--- config.mk ---
export PLATFORM = sky130hd
export DESIGN_NAME = uart_tx_fifo
export DESIGN_NICKNAME = d
export VERILOG_FILES = /design/src/rtl/uart_pkg.sv /design/src/rtl/sync_fifo.sv /design/src/rtl/uart_tx_fifo.sv
export SDC_FILE = /design/constraint.sdc
export NUM_CORES = 1
export LEC_CHECK = 0
export CORE_MARGIN = 1
export CORE_UTILIZATION = 55
export CTS_CLUSTER_SIZE = 16
export DETAILED_ROUTE_END_ITERATION = 10
export PLACE_DENSITY_LB_ADDON = 0.12
export SLEW_MARGIN = 30
export SYNTH_ARGS = -nofsm -noshare
export SYNTH_HDL_FRONTEND = slang
export SYNTH_SLANG_ARGS = --single-unit
--- constraint.sdc ---
create_clock -name clock -period 2.8 [get_ports clock]
set_input_delay 0.28 -clock clock [delete_from_list [all_inputs] [get_ports clock]]
set_output_delay 0.28 -clock clock [all_outputs]
set_load 0.01 [all_outputs]
--- src/rtl/uart_pkg.sv ---
// Shared UART definitions: parity-mode encodings and the transmit FSM state type.
package uart_pkg;

    localparam int unsigned PARITY_NONE = 0;
    localparam int unsigned PARITY_ODD  = 1;
    localparam int unsigned PARITY_EVEN = 2;

    typedef enum logic [2:0] {
        StIdle,
        StStart,
        StData,
        StParity,
        StStop
    } tx_state_e;

    // Parity bit for a payload whose bits XOR to data_xor.
    function automatic logic parity_bit(input logic data_xor, input int unsigned mode);
        return (mode == PARITY_ODD) ? ~data_xor : data_xor;
    endfunction

endpackage

--- src/rtl/sync_fifo.sv ---
// Single-clock FIFO with occupancy count; head entry is visible on dout without a pop.
module sync_fifo #(
    parameter int unsigned WIDTH = 8,
    parameter int unsigned DEPTH = 16,
    localparam int unsigned AW = (DEPTH > 1) ? $clog2(DEPTH) : 1,
    localparam int unsigned LW = $clog2(DEPTH + 1)
) (
    input  logic             clock,
    input  logic             rst,
    input  logic             push,
    input  logic             pop,
    input  logic [WIDTH-1:0] din,
    output logic [WIDTH-1:0] dout,
    output logic             full,
    output logic             empty,
    output logic [LW-1:0]    level
);

    logic [WIDTH-1:0] mem [DEPTH];
    logic [AW-1:0]    rd_ptr;
    logic [AW-1:0]    wr_ptr;
    logic             do_push;
    logic             do_pop;

    // A push against a full buffer is dropped even if a pop frees a slot on the same edge.
    assign do_push = push && !full;
    assign do_pop  = pop && !empty;

    // Flags come from the occupancy count so wrapped pointers never alias full with empty.
    assign full  = (level == LW'(DEPTH));
    assign empty = (level == '0);
    assign dout  = mem[rd_ptr];

    // Pointer and occupancy bookkeeping; pointers wrap naturally at the power-of-two depth.
    always_ff @(posedge clock) begin
        if (rst) begin
            rd_ptr <= '0;
            wr_ptr <= '0;
            level  <= '0;
        end else begin
            if (do_push) wr_ptr <= wr_ptr + 1'b1;
            if (do_pop)  rd_ptr <= rd_ptr + 1'b1;
            if (do_push && !do_pop) begin
                level <= level + 1'b1;
            end else if (!do_push && do_pop) begin
                level <= level - 1'b1;
            end
        end
    end

    // Storage array, written only on accepted pushes.
    always_ff @(posedge clock) begin
        if (do_push) mem[wr_ptr] <= din;
    end

endmodule

--- src/rtl/uart_tx_fifo.sv ---
// Buffered UART transmitter: queues words in a FIFO and frames them LSB first on one line.
module uart_tx_fifo
    import uart_pkg::*;
#(
    parameter int unsigned CLKS_PER_BIT = 40,
    parameter int unsigned DATA_BITS    = 8,
    parameter int unsigned PARITY       = 0,
    parameter int unsigned STOP_BITS    = 1,
    parameter int unsigned FIFO_DEPTH   = 16,
    parameter int unsigned INVERT       = 0,
    localparam int unsigned LW = $clog2(FIFO_DEPTH + 1)
) (
    input  logic                 clock,
    input  logic                 rst,
    input  logic                 send,
    input  logic [DATA_BITS-1:0] txIn,
    output logic                 txOut,
    output logic                 full,
    output logic                 empty,
    output logic                 busy,
    output logic [LW-1:0]        level,
    output logic                 overflow
);

    localparam int unsigned BW = (CLKS_PER_BIT > 1) ? $clog2(CLKS_PER_BIT) : 1;
    localparam logic [BW-1:0] BAUD_LAST = BW'(CLKS_PER_BIT - 1);
    localparam logic [3:0]    DATA_LAST = 4'(DATA_BITS - 1);
    localparam logic [3:0]    STOP_LAST = 4'(STOP_BITS - 1);

    tx_state_e            state;
    logic [BW-1:0]        baud;
    logic [3:0]           bit_cnt;
    logic [DATA_BITS-1:0] shreg;
    logic                 par;
    logic                 line;
    logic [DATA_BITS-1:0] head;
    logic                 push;
    logic                 bit_end;
    logic                 frame_end;
    logic                 load;

    assign push      = send && !rst;
    assign bit_end   = (baud == BAUD_LAST);
    assign frame_end = (state == StStop) && bit_end && (bit_cnt == STOP_LAST);
    // Pop from idle, or straight out of the last stop cycle so frames run back to back.
    assign load      = !empty && ((state == StIdle) || frame_end);

    assign busy  = (state != StIdle);
    assign txOut = line ^ (INVERT != 0);

    sync_fifo #(
        .WIDTH(DATA_BITS),
        .DEPTH(FIFO_DEPTH)
    ) u_fifo (
        .clock(clock),
        .rst  (rst),
        .push (push),
        .pop  (load),
        .din  (txIn),
        .dout (head),
        .full (full),
        .empty(empty),
        .level(level)
    );

    // Sticky drop flag for writes made while the buffer is full.
    always_ff @(posedge clock) begin
        if (rst) begin
            overflow <= 1'b0;
        end else if (send && full) begin
            overflow <= 1'b1;
        end
    end

    // Framing FSM; the word and its parity are latched at pop time so later writes cannot disturb it.
    always_ff @(posedge clock) begin
        if (rst) begin
            state   <= StIdle;
            baud    <= '0;
            bit_cnt <= '0;
            shreg   <= '0;
            par     <= 1'b0;
            line    <= 1'b1;
        end else begin
            baud <= baud + 1'b1;
            unique case (state)
                StIdle: begin
                    baud <= '0;
                    if (load) begin
                        state <= StStart;
                        shreg <= head;
                        par   <= parity_bit(^head, PARITY);
                        line  <= 1'b0;
                    end
                end
                StStart: begin
                    if (bit_end) begin
                        baud    <= '0;
                        bit_cnt <= '0;
                        state   <= StData;
                        line    <= shreg[0];
                        shreg   <= shreg >> 1;
                    end
                end
                StData: begin
                    if (bit_end) begin
                        baud <= '0;
                        if (bit_cnt == DATA_LAST) begin
                            bit_cnt <= '0;
                            if (PARITY != PARITY_NONE) begin
                                state <= StParity;
                                line  <= par;
                            end else begin
                                state <= StStop;
                                line  <= 1'b1;
                            end
                        end else begin
                            bit_cnt <= bit_cnt + 4'd1;
                            line    <= shreg[0];
                            shreg   <= shreg >> 1;
                        end
                    end
                end
                StParity: begin
                    if (bit_end) begin
                        baud    <= '0;
                        bit_cnt <= '0;
                        state   <= StStop;
                        line    <= 1'b1;
                    end
                end
                StStop: begin
                    if (bit_end) begin
                        baud <= '0;
                        if (bit_cnt != STOP_LAST) begin
                            bit_cnt <= bit_cnt + 4'd1;
                        end else if (load) begin
                            bit_cnt <= '0;
                            state   <= StStart;
                            shreg   <= head;
                            par     <= parity_bit(^head, PARITY);
                            line    <= 1'b0;
                        end else begin
                            bit_cnt <= '0;
                            state   <= StIdle;
                            line    <= 1'b1;
                        end
                    end
                end
                default: begin
                    state <= StIdle;
                    line  <= 1'b1;
                end
            endcase
        end
    end

endmodule

==> flow_summary.json, run 1 <==
{
  "outcome": "finished, final reports clean",
  "clock_skew_ns": 0.00840,
  "powerDensity_mw_per_mm2": 933,
  "p_leak_nw": 2.82,
  "port_buffers": 20,
  "max_freq_mhz": 361,
  "mostFrequentLayoutCell": "edfxtp_1",
  "rows": 41,
  "clockBufferDepth": 2,
  "cp-end-kind": "flip-flop",
  "grt-ovfl-total": 0,
  "top_layer": "met4",
  "totalWireLength_um": 14600,
  "rsz0062_at_grt": "true",
  "area_growth_pct": 18.6,
  "vias_per_cell": 5.90,
  "yosysWarnings": 0,
  "yosys_most_used_dff": "edfxtp_1",
  "initial_core_util_pct": 56.2,
  "crit_path_start_kind": "flip-flop",
  "final_cell_mix": "128 x edfxtp_1, 51 x mux2i_1, 43 x buf_4",
  "antenna_cells": 0,
  "setup_violations": 0,
  "cts-root-buf": "clkbuf_16",
  "intPower_mw": 5.44,
  "crit_path_frequent_cell": "ha_4",
  "grt_use_total_pct": 23.9,
  "avgSynthCellArea_um2": 13.9,
  "worstSetupPathType": "reg2reg",
  "insertion_delay_ns": 0.42,
  "finalPower_mw": 7.82,
  "irDropWorstVdd_mv": 0.595,
  "drive_gt1_share_pct": 17.0,
  "drc_errors": 0,
  "antenna_found_initial": 1,
  "dp_slack_ns": -0.0337,
  "power_switching_mw": 2.38,
  "hp-class": "reg2reg",
  "cp_top_family": "simple AND/OR/NAND/NOR gates",
  "slew_headroom_pct": 51.7,
  "wire_per_inst_um": 19.5,
  "p_clk_share_pct": 31.4,
  "dr_wl_met2_um": 7040,
  "seqPwrFrac_pct": 38.1,
  "syn_inst": 509,
  "crit_required_ns": 3.16,
  "h-tree-depth": 4,
  "die_w_um": 115,
  "cp_data_arrival_time_ns": 3.12,
  "core_mm2": 0.0126,
  "ctsHoldBuffers": 0,
  "place_congestion": 0.803,
  "swShare_pct": 30.4,
  "yosysSeqAreaShare_pct": 65.8,
  "first_iter_violations": 315,
  "syn_area_mm2": 0.00706,
  "nNetsFinal": 589,
  "path_cells": "inv_1 > ha_1 > or3b_4 > o31a_1 > nor2_2 > inv_2 > ha_4 > inv_4 > ha_4 > a21o_1 > a21oi_2 > xnor2_1 > or3_1 > a21oi_1",
  "cp_slowest_stage_delay_ns": 0.37,
  "synth_cell_type_count": 52,
  "finalCriticalPeriod_ns": 2.77,
  "cts_tree": "yes",
  "crit_fanout": 4,
  "regToRegSetupSlack_ns": 0.03,
  "slew_violations": 0,
  "cts_made_buffers": 17,
  "clock-sinks": 168,
  "ys_ff_latch": 168,
  "async_flop_share_pct": 0,
  "met3WireLength_um": 629,
  "maxCapViolCount": 0,
  "p_comb_share_pct": 30.5,
  "drt-pass1-iter-count": 5,
  "syn-num-nets": 533,
  "die_area_mm2": 0.0133,
  "period_share_pct": 98.9,
  "ant_nets": 0,
  "die_height_um": 115,
  "fin_hold_ws_ns": 0.458,
  "cpMaxStageDelayCell": "or3b_4",
  "grt_pass1_wl_um": 22800,
  "clk_pin_slew_worst_paths_ns": 0.06,
  "hold_violations": 0,
  "synth_enable_flop_cells": 128,
  "dr_total_vias": 4428,
  "worst-slew-pin-transition_ns": 0.719,
  "met1Wirelength_um": 6750,
  "grt_max_degree": 56,
  "grt_pass1_vias": 4191,
  "ioPinCount": 21,
  "setup_slack_ns": 0.0319,
  "crit_buf_inv": 3,
  "place_hpwl_um": 9670
}
[cells by family after synthesis]
| logic type | after synthesis | share of synthesized area (%) |
|---|---|---|
| AO/OA/AOI/OAI | 89 | 9.00 |
| XOR/XNOR | 17 | 2.11 |
| adder cells (fa/ha/maj) | 14 | 2.55 |
| buffers and inverters | 39 | 2.29 |
| flip-flops | 168 | 65.8 |
| multiplexers | 58 | 9.30 |
| AND/OR/NAND/NOR | 124 | 8.98 |
[routing by layer]
| layer | GRT usage [%] | up-vias |
|---|---|---|
| met5 | 0 | - |
| met4 | 9.09 | 0 |
| met1 | 32.9 | 2233 |
| met2 | 37.3 | 112 |
| met3 | 5.38 | 14 |
| li1 | - | 2069 |
[repair_timing]
action | CTS | global route
resized for setup | 3 | 4
gates cloned | 0 | 0
pin swaps | 0 | 6
setup buffers | 0 | 3
endpoints found under the setup margin | 1 | 1
[worst paths after layout]
| path | from | to | cells after the start |
|---|---|---|---|
| worst max-delay path | bit_cnt[0]$_SDFFE_PP0P_ | u_fifo.level[4]$_SDFFE_PP0P_ | 14 |
| worst min-delay path | baud[0]$_SDFF_PP0_ | baud[0]$_SDFF_PP0_ | 1 |
| worst max register to register | bit_cnt[0]$_SDFFE_PP0P_ | u_fifo.level[4]$_SDFFE_PP0P_ | 14 |
| worst min register to register | baud[0]$_SDFF_PP0_ | baud[0]$_SDFF_PP0_ | 1 |
[cell type report]
cell class,count,area (um^2)
multi-input combinational,302,2300
clock buffer,18,429
inverter,12,47.5
fill,910,4190
timing repair buffer,64,543
tap,172,215
sequential,168,4650
clock inverter,14,195
[cells in the mapped netlist (all sizes together), types with 10 or more instances]
master | count | share of area (%)
edfxtp | 128 | 54
mux2i | 51 | 7.2
dfxtp | 40 | 11
nor2 | 36 | 1.9
a21oi | 27 | 1.9
nand2 | 21 | 1.1
buf | 15 | 1.0
a22oi | 12 | 1.3
clkbuf | 12 | 0.64
ha | 12 | 2.1
nor3 | 12 | 0.85
inv | 11 | 0.58
xnor2 | 10 | 1.2
[worst register-to-register path, delay by kind of cell, from the launching register on]
| kind | cells | cell delay, ns |
|---|---|---|
| AND/OR/NAND/NOR | 3 | 0.84 |
| XOR/XNOR | 1 | 0.09 |
| flip-flops | 1 | 0.32 |
| buffers and inverters | 3 | 0.20 |
| AO/OA/AOI/OAI | 4 | 0.75 |
| adder cells (fa/ha/maj) | 3 | 0.51 |
[through the flow]
stage	util, %	instance area (um^2)	TNS, ns	instances
2_1_floorplan	-	7090	0	509
3_3_place_gp	61.3	7710	0	715
3_5_place_dp	61.3	7710	-0.0337	715
4_1_cts	66.4	8340	0	747
5_1_grt	66.6	8380	-0.0989	750
6_report	66.6	8380	0	750
[state kept, by name (all words and copies together) (netlist names), named ones only]
register and cells:
baud 6, bit_cnt 4, overflow 1, shreg 8, state 3, txOut 1, u_fifo.level 5, u_fifo.mem 128
u_fifo.rd_ptr 4, u_fifo.wr_ptr 4
[power by group through the flow]
stage / clock network [mW] / logic, mW / registers (mW)
6_report: 2.45 / 2.39 / 2.98
5_1_grt: 2.60 / 2.59 / 3.00
4_1_cts: 2.49 / 2.33 / 2.98
3_5_place_dp: 0 / 2.30 / 3.03
3_3_place_gp: 0 / 2.24 / 3.02
2_1_floorplan: 0 / 1.62 / 3.00
(Power assumes the default switching activity.)
==> inputs of run 2 (changes only) <==
--- a/config.mk
+++ b/config.mk
@@ -10,6 +10,7 @@
 export CTS_CLUSTER_SIZE = 16
 export DETAILED_ROUTE_END_ITERATION = 10
 export PLACE_DENSITY_LB_ADDON = 0.12
+export REMOVE_ABC_BUFFERS = 1
 export SLEW_MARGIN = 30
 export SYNTH_ARGS = -nofsm -noshare
 export SYNTH_HDL_FRONTEND = slang
==> flow_summary.json, run 2 (synthesized netlist as in run 1, its figures left out) <==
{
  "initial_core_util_pct": 56.2,
  "dp_slack_ns": -0.188,
  "antenna_found_initial": 0,
  "rows": 41,
  "crit_required_ns": 3.16,
  "startpoint": "bit_cnt[1]$_SDFFE_PP0P_",
  "reg2reg_to": "u_fifo.level[4]$_SDFFE_PP0P_",
  "maxCapViolCount": 0,
  "irDropWorstVdd_mv": 0.729,
  "worstSetupPathType": "reg2reg",
  "area_growth_pct": 20.2,
  "die_height_um": 115,
  "reg_top3": "u_fifo.mem: 128 flops, shreg: 8 flops, baud: 6 flops",
  "cp_data_arrival_time_ns": 3.16,
  "regToRegSetupSlack_ns": -0.002,
  "fin_tns_setup_ns": -0.00204,
  "dr_total_vias": 4424,
  "setup_slack_ns": -0.00204,
  "stdcell_area_mm2": 0.00849,
  "core_mm2": 0.0126,
  "period_share_pct": 100,
  "fillers": 892,
  "endpoint": "u_fifo.level[4]$_SDFFE_PP0P_",
  "clk_pin_slew_worst_paths_ns": 0.06,
  "r2r-start": "bit_cnt[1]$_SDFFE_PP0P_",
  "grt_max_degree": 35,
  "port_buffers": 20,
  "largest_register_ffs": 128,
  "ff2ff_path_depth": 14,
  "finalCriticalPeriod_ns": 2.80,
  "antenna_cells": 0,
  "die_w_um": 115,
  "clock_skew_ns": 0.00683,
  "first_iter_violations": 236,
  "clockBufferDepth": 2,
  "place_hpwl_um": 9830,
  "grt_pass1_vias": 4190,
  "met2_usage_pct": 38.0,
  "p_leak_nw": 2.89,
  "grt_util_met1_pct": 35.0,
  "place_congestion": 0.850,
  "final_cell_mix": "128 x edfxtp_1, 58 x buf_4, 51 x mux2i_1",
  "placed_cell_area_mm2": 0.00779,
  "outcome": "finished, violations left",
  "cts_made_buffers": 17,
  "violations": "negative setup slack",
  "powerDensity_mw_per_mm2": 930,
  "slew_violations": 0,
  "crit_path_start_kind": "flip-flop",
  "grt_util_met3_pct": 4.74,
  "cp-end-kind": "flip-flop",
  "mostFrequentLayoutCell": "edfxtp_1",
  "die_area_mm2": 0.0133,
  "setup_violations": 1,
  "cts-root-buf": "clkbuf_16",
  "hold_violations": 0,
  "hp-class": "reg2reg",
  "crit_fanout": 3,
  "grt-ovfl-total": 0,
  "vias_per_cell": 5.78,
  "worst-slew-pin-transition_ns": 0.763,
  "cts_tree": "yes",
  "totalWireLength_um": 15100,
  "fin_hold_ws_ns": 0.455,
  "grt_use_total_pct": 24.5,
  "top_usage_layer": "met2",
  "slew_headroom_pct": 48.9,
  "drive_gt1_share_pct": 19.9,
  "clock-sinks": 168,
  "ant_nets": 0,
  "ioPinCount": 21,
  "wire_per_inst_um": 19.8,
  "h-tree-depth": 4,
  "grt_pass1_wl_um": 23500,
  "drc_errors": 0,
  "rsz0062_at_grt": "true",
  "max_freq_mhz": 357,
  "largest-register": "u_fifo.mem",
  "nNetsFinal": 604,
  "insertion_delay_ns": 0.43,
  "drt-pass1-iter-count": 5
}
## run 2: area by class of cell
type                            count  area, um^2  share of cell area [%]
Inverter                           12        47.5                   0.560
Tap cell                          172         215                    2.53
Timing Repair Buffer               79         656                    7.72
Clock buffer                       17         425                    5.01
Clock inverter                     15         174                    2.05
Sequential cell                   168        4650                    54.8
Multi-Input combinational cell    302        2320                    27.4
## run 2: how the worst min path moves through the flow
| stage | slack [ns] | end | startpoint | depth (start not counted) |
|---|---|---|---|---|
| final | 0.46 | baud[0]$_SDFF_PP0_ | baud[0]$_SDFF_PP0_ | 1 |
| after global routing | 0.49 | baud[0]$_SDFF_PP0_ | baud[0]$_SDFF_PP0_ | 1 |
| after CTS | 0.46 | baud[0]$_SDFF_PP0_ | baud[0]$_SDFF_PP0_ | 1 |
| after detailed placement | 0.45 | baud[0]$_SDFF_PP0_ | baud[0]$_SDFF_PP0_ | 1 |
| after global placement | 0.43 | baud[0]$_SDFF_PP0_ | baud[0]$_SDFF_PP0_ | 1 |
| after floorplan | 0.35 | bit_cnt[1]$_SDFFE_PP0P_ | rst | 1 |
## run 2: layer usage
layer | wire length, um | part of all wire [%] | up-vias
li1 | - | - | 2093
met1 | 6670 | 44 | 2176
met2 | 7440 | 49 | 139
met3 | 856 | 5.7 | 16
met4 | 167 | 1.1 | 0
met5 | 0 | 0 | -
## run 2: timing repair
action	CTS	global route
hold buffers	0	0
buffers inserted	3	1
pin swaps	2	10
setup endpoints to repair	2	2
gates resized for setup	7	12
## run 2: where the power goes
part,switching [mW],total (mW),internal (mW),leakage [nW]
clock,0.957,2.36,1.40,0.292
combinational,1.34,2.55,1.21,1.12
sequential,0.143,2.99,2.85,1.48
## run 2: critical path, stage by stage (launching register included)
cell,delay (ns)
dfxtp_2,0.32
inv_2,0.06
ha_4,0.11
or3b_4,0.36
o31a_1,0.34
nor2_2,0.17
inv_2,0.07
ha_4,0.17
inv_4,0.07
ha_4,0.19
a21o_1,0.16
a21oi_2,0.14
xnor2_1,0.10
or3_1,0.34
a21oi_1,0.11
## run 2: per-stage QoR
| stage | util (%) | instances | power, mW |
|---|---|---|---|
| 2_1_floorplan | - | 482 | 4.51 |
| 3_3_place_gp | 62.0 | 729 | 5.31 |
| 3_5_place_dp | 62.0 | 729 | 5.38 |
| 4_1_cts | 67.0 | 764 | 7.83 |
| 5_1_grt | 67.5 | 765 | 8.30 |
| 6_report | 67.5 | 765 | 7.90 |
==> inputs of run 3 (changes only) <==
--- a/config.mk
+++ b/config.mk
@@ -5,6 +5,7 @@
 export SDC_FILE = /design/constraint.sdc
 export NUM_CORES = 1
 export LEC_CHECK = 0
+export ABC_AREA = 1
 export CORE_MARGIN = 1
 export CORE_UTILIZATION = 55
 export CTS_CLUSTER_SIZE = 16
==> flow_summary.json, run 3 <==
{
  "cp-end-kind": "flip-flop",
  "synth_enable_flop_cells": 128,
  "largest-register": "u_fifo.mem",
  "async_flop_share_pct": 0,
  "worst-slew-pin-transition_ns": 0.729,
  "crit_fanout": 6,
  "place_hpwl_um": 9670,
  "cts-root-buf": "clkbuf_16",
  "area_growth_pct": 15.9,
  "crit_path_start_kind": "flip-flop",
  "core_mm2": 0.0126,
  "setup_violations": 0,
  "wire_per_inst_um": 16.7,
  "grt-ovfl-total": 0,
  "clk_pin_slew_worst_paths_ns": 0.06,
  "placed_cell_area_mm2": 0.00762,
  "largest_register_ffs": 128,
  "grt_pass1_vias": 4890,
  "final_cells": 931,
  "dp_slack_ns": 0.220,
  "yosysWarnings": 0,
  "drc_errors": 0,
  "place_congestion": 0.912,
  "regToRegSetupSlack_ns": 0.28,
  "syn_area_mm2": 0.00714,
  "reg_top3": "u_fifo.mem: 128 flops, shreg: 8 flops, baud: 6 flops",
  "synth_top_cells_by_count": "177 x nor2_1, 128 x edfxtp_1, 92 x nand2_1, 75 x o21ai_0, 61 x nand3_1",
  "finalCriticalPeriod_ns": 2.52,
  "h-tree-depth": 4,
  "irDropWorstVdd_mv": 0.515,
  "rows": 41,
  "initial_core_util_pct": 56.6,
  "synth_most_common_cell": "nor2_1",
  "hold_depth": 1,
  "ff2ff_path_depth": 16,
  "cts_made_buffers": 17,
  "antenna_cells": 0,
  "period_share_pct": 90.0,
  "slew_headroom_pct": 51.3,
  "vias_per_cell": 5.44,
  "grt_pass1_wl_um": 24700,
  "maxCapViolCount": 0,
  "hp-class": "reg2reg",
  "die_area_mm2": 0.0134,
  "synth_cell_type_count": 31,
  "ys_ff_latch": 168,
  "netlist.area_leader.share_pct": 53.8,
  "slew_violations": 0,
  "die_w_um": 116,
  "hold_violations": 0,
  "cts_tree": "yes",
  "stdcell_area_mm2": 0.00828,
  "insertion_delay_ns": 0.43,
  "ant_nets": 0,
  "outcome": "finished, final reports clean",
  "dp.cells": 899,
  "antenna_found_initial": 0,
  "setup_slack_ns": 0.280,
  "totalWireLength_um": 15500,
  "rsz0062_at_grt": "false",
  "yosys.area.top_type": "edfxtp_1",
  "crit_required_ns": 3.12,
  "mostFrequentLayoutCell": "nor2_1",
  "yosys_most_used_dff": "edfxtp_1",
  "yosysSeqAreaShare_pct": 65.0,
  "fin_hold_ws_ns": 0.452,
  "avgSynthCellArea_um2": 10.1,
  "clock-sinks": 168,
  "dr_total_vias": 5069,
  "synth_area_leaders": "edfxtp_1 54%, dfxtp_1 11%, nor2_1 9.3%, o21ai_0 5.3%, nand2_1 4.8%",
  "clockBufferDepth": 2,
  "drive_gt1_share_pct": 10.0,
  "min-delay-start": "baud[0]$_SDFF_PP0_",
  "cts_resized": 0,
  "postCtsSetupBuffers": 0,
  "die_height_um": 116,
  "port_buffers": 20,
  "cp_data_arrival_time_ns": 2.84,
  "ctsHoldBuffers": 0,
  "holdPathEnd": "baud[0]$_SDFF_PP0_",
  "reg2reg_to": "u_fifo.level[4]$_SDFFE_PP0P_",
  "nNetsFinal": 770,
  "drt-pass1-iter-count": 5,
  "first_iter_violations": 433,
  "r2r-start": "bit_cnt[0]$_SDFFE_PP0P_",
  "p_leak_nw": 3.08,
  "ioPinCount": 21,
  "worstSetupPathType": "reg2reg",
  "powerDensity_mw_per_mm2": 930,
  "max_freq_mhz": 397,
  "clock_skew_ns": 0.00690,
  "grt_max_degree": 65,
  "finalPower_mw": 7.70,
  "final_cell_mix": "176 x nor2_1, 128 x edfxtp_1, 91 x nand2_1",
  "grt_use_total_pct": 25.3,
  "syn_inst": 710
}
[run 3: worst max-delay path, stage by stage, from the launching register on]
cell,delay (ns)
dfxtp_1,0.39
inv_1,0.08
ha_1,0.20
nand2_1,0.09
nor2_1,0.04
nand2_1,0.05
nand2_1,0.08
nand2_4,0.12
ha_2,0.21
inv_2,0.07
fa_1,0.41
a21oi_1,0.14
nor2_1,0.06
o21ai_0,0.16
nand3_1,0.11
o21ai_0,0.15
a21oi_1,0.06
[run 3: kinds of logic after synthesis]
group | count (synthesis) | synth area share, %
AOI/OAI and AO/OA | 107 | 7.82
adders and majority gates | 13 | 2.38
and+or+nand+nor | 347 | 20.1
xor gates and xnor gates | 5 | 0.613
buffers and inverters | 70 | 4.01
DFF | 168 | 65.0
[run 3: worst max-delay path by stage]
stage,end,from,cells past startpoint
global placement,u_fifo.level[4]$_SDFFE_PP0P_,send,14
global route,u_fifo.level[4]$_SDFFE_PP0P_,bit_cnt[0]$_SDFFE_PP0P_,16
floorplan,shreg[7]$_SDFFE_PP0P_,flip-flop,7
detailed placement,u_fifo.level[4]$_SDFFE_PP0P_,send,14
finish,u_fifo.level[4]$_SDFFE_PP0P_,bit_cnt[0]$_SDFFE_PP0P_,16
CTS,u_fifo.level[3]$_SDFFE_PP0P_,u_fifo.level[1]$_SDFFE_PP0P_,17
[run 3: metrics by stage]
step	TNS (ns)	utilization, %
after floorplan	-4.80	-
after global placement	0	60.4
after detailed placement	0	60.4
after CTS	0	65.5
after global routing	0	65.6
final	0	65.6
[run 3: final cells by class]
| type | count | area, um^2 |
|---|---|---|
| inverter | 42 | 158 |
| clock buffer | 17 | 425 |
| multi-input combinational | 472 | 2220 |
| fill | 1009 | 4340 |
| clock inverter | 15 | 223 |
| sequential | 168 | 4650 |
| timing repair buffer | 45 | 388 |
| tap | 172 | 215 |
[run 3: layer usage]
metal | up-vias | GRT usage, % | routed length, um
met5 | - | 0 | 0
met4 | 0 | 10.5 | 329
met3 | 26 | 5.65 | 862
met2 | 134 | 40.3 | 7500
met1 | 2427 | 33.7 | 6830
li1 | 2482 | - | -
[run 3: power by group]
group / internal [mW] / switching (mW)
Combinational: 0.764 / 1.46
Sequential: 2.83 / 0.0970
Clock: 1.58 / 0.960
